===== src/rtl/seq_addsub_n_if.sv =====
// Handshake and operand/result bundle for seq_addsub_n.
// The master modport is the producer/consumer side and the slave modport is the adder.
interface seq_addsub_n_if #(
  parameter int WIDTH = 16
);
  logic             in_valid;
  logic             in_ready;
  logic [WIDTH-1:0] A;
  logic [WIDTH-1:0] B;
  logic             Cin;
  logic             sub;
  logic             acc;
  logic             out_valid;
  logic             out_ready;
  logic [WIDTH-1:0] S;
  logic             cout;
  logic             C_msb;
  logic             ovf;

  modport master (
    output in_valid, A, B, Cin, sub, acc, out_ready,
    input  in_ready, out_valid, S, cout, C_msb, ovf
  );

  modport slave (
    input  in_valid, A, B, Cin, sub, acc, out_ready,
    output in_ready, out_valid, S, cout, C_msb, ovf
  );
endinterface


===== src/rtl/seq_addsub_n.sv =====
// Sequential adder/subtractor that sums CHUNK bits per cycle, LSB slice first.
// Optional accumulate mode (operand A replaced by the S register) is built with SEQ_ADDSUB_ACCUM_EN.
module seq_addsub_n #(
  parameter int WIDTH = 16,
  parameter int CHUNK = 4
) (
  input logic         clk,
  input logic         rst,
  seq_addsub_n_if.slave bus
);
  localparam int N  = WIDTH / CHUNK;
  localparam int IW = (N > 1) ? $clog2(N) : 1;

  typedef enum logic [1:0] {IDLE, CALC, DONE} state_t;

  state_t           state;
  state_t           state_next;
  logic [IW-1:0]    idx;
  logic [WIDTH-1:0] a_reg;
  logic [WIDTH-1:0] b_reg;
  logic [WIDTH-1:0] part;
  logic             carry;
  logic [WIDTH-1:0] s_reg;
  logic             cout_reg;
  logic             cmsb_reg;
  logic             ovf_reg;
  logic             last;
  logic [CHUNK:0]   slice;
  logic [WIDTH-1:0] full;
  logic             accept;
  logic             in_ready_c;
  logic             out_valid_c;

`ifndef SEQ_ADDSUB_ACCUM_EN
  logic unused_acc;
  assign unused_acc = bus.acc;
`endif

  // Current slice sum plus the partial result with that slice merged in.
  always_comb begin
    last  = (idx == IW'(N - 1));
    slice = {1'b0, a_reg[int'(idx)*CHUNK +: CHUNK]}
          + {1'b0, b_reg[int'(idx)*CHUNK +: CHUNK]}
          + {{CHUNK{1'b0}}, carry};
    full  = part;
    full[int'(idx)*CHUNK +: CHUNK] = slice[CHUNK-1:0];
  end

  always_ff @(posedge clk or posedge rst) begin
    if (rst) state <= IDLE;
    else     state <= state_next;
  end

  always_comb begin
    state_next  = state;
    in_ready_c  = 1'b0;
    out_valid_c = 1'b0;
    case (state)
      IDLE: begin
        in_ready_c = 1'b1;
        if (bus.in_valid) state_next = CALC;
      end
      CALC: begin
        if (last) state_next = DONE;
      end
      DONE: begin
        out_valid_c = 1'b1;
        if (bus.out_ready) state_next = IDLE;
      end
      default: state_next = IDLE;
    endcase
  end

  assign accept        = in_ready_c && bus.in_valid;
  assign bus.in_ready  = in_ready_c;
  assign bus.out_valid = out_valid_c;

  // Subtraction is folded in at capture: B is inverted and the +1 rides in as the first carry.
  always_ff @(posedge clk or posedge rst) begin
    if (rst) begin
      idx      <= '0;
      a_reg    <= '0;
      b_reg    <= '0;
      part     <= '0;
      carry    <= 1'b0;
      s_reg    <= '0;
      cout_reg <= 1'b0;
      cmsb_reg <= 1'b0;
      ovf_reg  <= 1'b0;
    end else if (accept) begin
`ifdef SEQ_ADDSUB_ACCUM_EN
      a_reg <= bus.acc ? s_reg : bus.A;
`else
      a_reg <= bus.A;
`endif
      b_reg <= bus.sub ? ~bus.B : bus.B;
      carry <= bus.sub ? 1'b1 : bus.Cin;
      idx   <= '0;
      part  <= '0;
    end else if (state == CALC) begin
      part  <= full;
      carry <= slice[CHUNK];
      if (last) begin
        idx      <= '0;
        s_reg    <= full;
        cout_reg <= slice[CHUNK];
        cmsb_reg <= full[WIDTH-1] ^ a_reg[WIDTH-1] ^ b_reg[WIDTH-1];
        ovf_reg  <= slice[CHUNK] ^ (full[WIDTH-1] ^ a_reg[WIDTH-1] ^ b_reg[WIDTH-1]);
      end else begin
        idx <= idx + 1'b1;
      end
    end
  end

  assign bus.S     = s_reg;
  assign bus.cout  = cout_reg;
  assign bus.C_msb = cmsb_reg;
  assign bus.ovf   = ovf_reg;
endmodule

===== src/flat_wrapper.sv =====
// flat-port wrapper written by rule: the top's interface ports become plain ports
module seq_addsub_n_flat 
#(
  parameter int WIDTH = 16,
  parameter int CHUNK = 4
)
  (clk, rst, bus_in_valid, bus_A, bus_B, bus_Cin, bus_sub, bus_acc, bus_out_ready, bus_in_ready, bus_out_valid, bus_S, bus_cout, bus_C_msb, bus_ovf);
  seq_addsub_n_if #(.WIDTH(WIDTH)) bus_i ();
  input logic clk;
  input logic rst;
  input wire logic [$bits(bus_i.in_valid)-1:0] bus_in_valid;
  input wire logic [$bits(bus_i.A)-1:0] bus_A;
  input wire logic [$bits(bus_i.B)-1:0] bus_B;
  input wire logic [$bits(bus_i.Cin)-1:0] bus_Cin;
  input wire logic [$bits(bus_i.sub)-1:0] bus_sub;
  input wire logic [$bits(bus_i.acc)-1:0] bus_acc;
  input wire logic [$bits(bus_i.out_ready)-1:0] bus_out_ready;
  output wire logic [$bits(bus_i.in_ready)-1:0] bus_in_ready;
  output wire logic [$bits(bus_i.out_valid)-1:0] bus_out_valid;
  output wire logic [$bits(bus_i.S)-1:0] bus_S;
  output wire logic [$bits(bus_i.cout)-1:0] bus_cout;
  output wire logic [$bits(bus_i.C_msb)-1:0] bus_C_msb;
  output wire logic [$bits(bus_i.ovf)-1:0] bus_ovf;
  assign bus_i.in_valid = bus_in_valid;
  assign bus_i.A = bus_A;
  assign bus_i.B = bus_B;
  assign bus_i.Cin = bus_Cin;
  assign bus_i.sub = bus_sub;
  assign bus_i.acc = bus_acc;
  assign bus_i.out_ready = bus_out_ready;
  assign bus_in_ready = bus_i.in_ready;
  assign bus_out_valid = bus_i.out_valid;
  assign bus_S = bus_i.S;
  assign bus_cout = bus_i.cout;
  assign bus_C_msb = bus_i.C_msb;
  assign bus_ovf = bus_i.ovf;
  seq_addsub_n #(.WIDTH(WIDTH), .CHUNK(CHUNK)) u_core (.clk(clk), .rst(rst), .bus(bus_i));
endmodule

===== config.mk =====
export PLATFORM = sky130hd
export DESIGN_NAME = seq_addsub_n_flat
export DESIGN_NICKNAME = d
export VERILOG_FILES = /design/src/rtl/seq_addsub_n_if.sv /design/src/rtl/seq_addsub_n.sv /design/src/flat_wrapper.sv
export SDC_FILE = /design/constraint.sdc
export NUM_CORES = 1
export LEC_CHECK = 0
export CELL_PAD_IN_SITES_DETAIL_PLACEMENT = 0
export CELL_PAD_IN_SITES_GLOBAL_PLACEMENT = 1
export CORE_ASPECT_RATIO = 0.9
export CORE_MARGIN = 3
export CORE_UTILIZATION = 35
export CTS_BUF_LIST = sky130_fd_sc_hd__clkbuf_8
export DETAILED_ROUTE_END_ITERATION = 7
export PLACE_DENSITY = 0.81
export SKIP_CTS_REPAIR_TIMING = 1
export SYNTH_ARGS = -nofsm -noshare
export SYNTH_HDL_FRONTEND = slang
export SYNTH_SLANG_ARGS = --single-unit
export TNS_END_PERCENT = 100

===== constraint.sdc =====
create_clock -name clk -period 2.8 [get_ports clk]
set_input_delay 0.84 -clock clk [delete_from_list [all_inputs] [get_ports clk]]
set_output_delay 0.84 -clock clk [all_outputs]
set_load 0.005 [all_outputs]

==> impl_results.md <==
* Footprint of the multi-input gates at 1554 um2
* Syn_nets at 347
* GRT Resource Usage Total at 13.50%
* Final core utilization at 48.39%
* First-pass GRT wire length at 12.02 mm
* Register Area at 1802 um2
* DRC viols at 0
* Area share of and/or/nand/nor cells after synthesis at 8.559%
* Fraction of synthesized cell area in xor and xnor cells at 5.309%
* Synthesized cell area at 3465 um2
* CTS tree: done
* Vias at 2367
* DRT iter0 DRCs at 88
* Ant. Diodes at 0
* Fillers at 894
* Slew @ Worst Pin at 0.7088 ns
* Status: finished clean
* Initial antenna violation count at 0
* Cells after Synth at 297
* HP Class: register to register
* Mux contribution to synthesized area at 10.73%
* Aggregate global routing overflow at 0
* Vias in the first global route at 2493
* Synth unique cells at 36
* Initial DRT Pass Iterations at 4
* IO Port Bufs at 58
* Post-Route WL at 7.002 mm
* Clock slew at reported path FFs at 0.07 ns
* Kind of critical path: register to register
* Synth area leaders: dfrtp_1 52%, mux2_2 5.5%, mux4_2 5.2%
* Hpwl dp at 5.268 mm
* Layout net count at 411
* Num Clock Sinks at 72
* Most common cell in the netlist: dfrtp_1
* Placement row count at 33
* Clk Tree Root Cell: clkbuf_8
* CP startpoint kind: register
* Main combinational cell family by area after synthesis: compound AO/OA/AOI/OAI gates
* Top Ports at 60
* Max_cap viols at 0
* Share of cells above drive strength 1 at 17.26%
* WP data arrival at 2.91 ns
* Worst VDD drop at 0.0006409 V
* Layout area overhead at 30.91%
* CP Capture Type: register
* CP Depth at 8
* Worst path slowest cell: mux4_2
* Headroom to the max-slew limit at 52.62%
* Power per Cell Area at 1344 nW/um2
* Core Box Area at 9373 um2
* Reg2reg path depth at 8
* FF+latch count, synth at 72
* Number of synthesized flops with an enable pin at 0
* Share of the synthesized area in the top cell type at 52.00%
* Crit Path Max Fanout at 4
* Syn Area/Cell at 11.67 um2
* Num CTS Buffers at 9
* Die area at 11130 um2
* Worst EP required at 3.02 ns
* Initial core utilization at 36.96%
* Vias/cell at 4.860
* Leak at 1.886 nW
* CTS Buffer Depth at 2
* Number of H-tree branching levels at 3
* RSZ-0062 raised after global routing: yes
* Die Span Y at 100.4 um
* Final period util at 96.11%
* Worst skew pair latency at 0.34 ns
* Slew Limit Fails at 0
* Fin crit period at 2.691 ns
* Area of placed instances at 4257 um2
* Most instantiated cells after synthesis: 72 x dfrtp_1, 23 x nor2_1, 22 x a21oi_1
* Post-route ant nets at 0
* Delay-heaviest family, CP: simple AND/OR/NAND/NOR gates
* Worst stage delay on the critical path at 0.53 ns
* Final instance area at 4536 um2
* Routed len/inst at 14.38 um
* Adder-cell share of the synthesized area at 4.406%
* Worst hold path cell count at 2
* Die width at 110.9 um
* GPL Wtd Cong at 0.8242
* Yosys warning total at 0
* Asr flop ratio synth at 100.0%
* Cell taking the most area after synthesis: dfrtp_1
* Cell Chain, Critical Path: buf_12, mux4_2, fa_1, and3_4, or3_4, a32oi_4, xnor2_1, o21ai_1
* CP Buf/Inv Count at 1
* Fmax at 371.6 MHz
* Largest net degree at the start of global routing at 48
* Compound-Gate Fraction of Synth Area at 15.46%
* Final setup viols at 0
* Clk_skew at 0.008907 ns
* Sequential share of the synthesized area at 52.00%
* Final Hold Fails at 0
* Ys flop type: dfrtp_1
-- per-layer routing --
layer	track usage, %	vias to the layer above	part of all wire, %	wire length (um)
met5	0	-	0	0
met1	17.69	1122	47	3293
met2	21.64	57	47	3283
met4	4.640	0	1.0	73
li1	-	1179	-	-
met3	3.918	9	5.0	351
-- stage by stage --
| step | TNS, ns | worst slack [ns] | instances | hold slack, ns | power (mW) |
|---|---|---|---|---|---|
| 4_1_cts | 0 | 0.08857 | 487 | 0.4870 | 6.116 |
| 6_report | 0 | 0.1090 | 487 | 0.4780 | 6.097 |
| 2_1_floorplan | 0 | 0.02557 | 297 | 0.4658 | 3.869 |
| 5_1_grt | -0.008491 | -0.008491 | 487 | 0.4903 | 6.592 |
| 3_5_place_dp | 0 | 0.1019 | 472 | 0.4707 | 5.019 |
| 3_3_place_gp | 0 | 0.1470 | 472 | 0.4602 | 4.933 |
-- worst min-delay path: cells and delay by family (launching register included) --
kind / cells / cell delay, ns
flops: 1 / 0.34
simple gates: 1 / 0.04
compound gates: 1 / 0.06
-- where the power goes --
group	switching [mW]	total, mW	internal, mW
Sequential	0.257	1.75	1.49
Clock	0.373	1.08	0.703
Combinational	1.71	3.27	1.56
-- cell usage in the layout, fill, tap and decap left out, types with 2 or more instances in the layout --
cell type	netlist	final
fa_1	2	2
buf_12	0	3
buf_4	0	10
a22oi_1	14	14
a32o_1	4	4
a22o_1	11	11
nor2_1	23	23
inv_1	12	11
mux4_2	8	8
and2_2	1	2
bufinv_16	0	4
o21ai_0	17	17
a21o_1	2	2
nor2b_1	2	2
nand2_1	21	21
clkbuf_8	0	10
and3_1	2	2
o31ai_1	2	2
dfrtp_1	72	72
xnor2_1	20	20
o21ai_1	2	2
clkdlybuf4s50_1	0	58
mux2_2	17	17
ha_1	9	8
a21oi_1	22	22
a221oi_1	2	2
nand2b_1	2	2
-- cell families after synthesis --
group / Yosys count
xor+xnor: 21
simple gates: 59
buf+inv: 30
fa+ha+maj: 11
mux: 25
compound gates: 79
flops: 72
-- cell type report --
type	count	area share [%]
sequential	72	39.72
tap	122	3.366
inverter	12	0.9931
timing repair buffer	71	15.78
clock buffer	10	3.034
clock inverter	5	2.841
multi-input combinational	195	34.26
-- worst paths after layout --
path	from	to	slack, ns
max	u_core.idx[0]	u_core.bus.ovf	0.11
min	u_core.bus.S[3]	u_core.bus.S[3]	0.48
max reg2reg	u_core.idx[0]	u_core.bus.ovf	0.11
min reg2reg	u_core.bus.S[3]	u_core.bus.S[3]	0.48
max in group asynchronous	rst	u_core.part[3]	1.43
min in group asynchronous	rst	u_core.bus.S[2]	0.79
No activity file was read; power rests on OpenSTA's default activity.
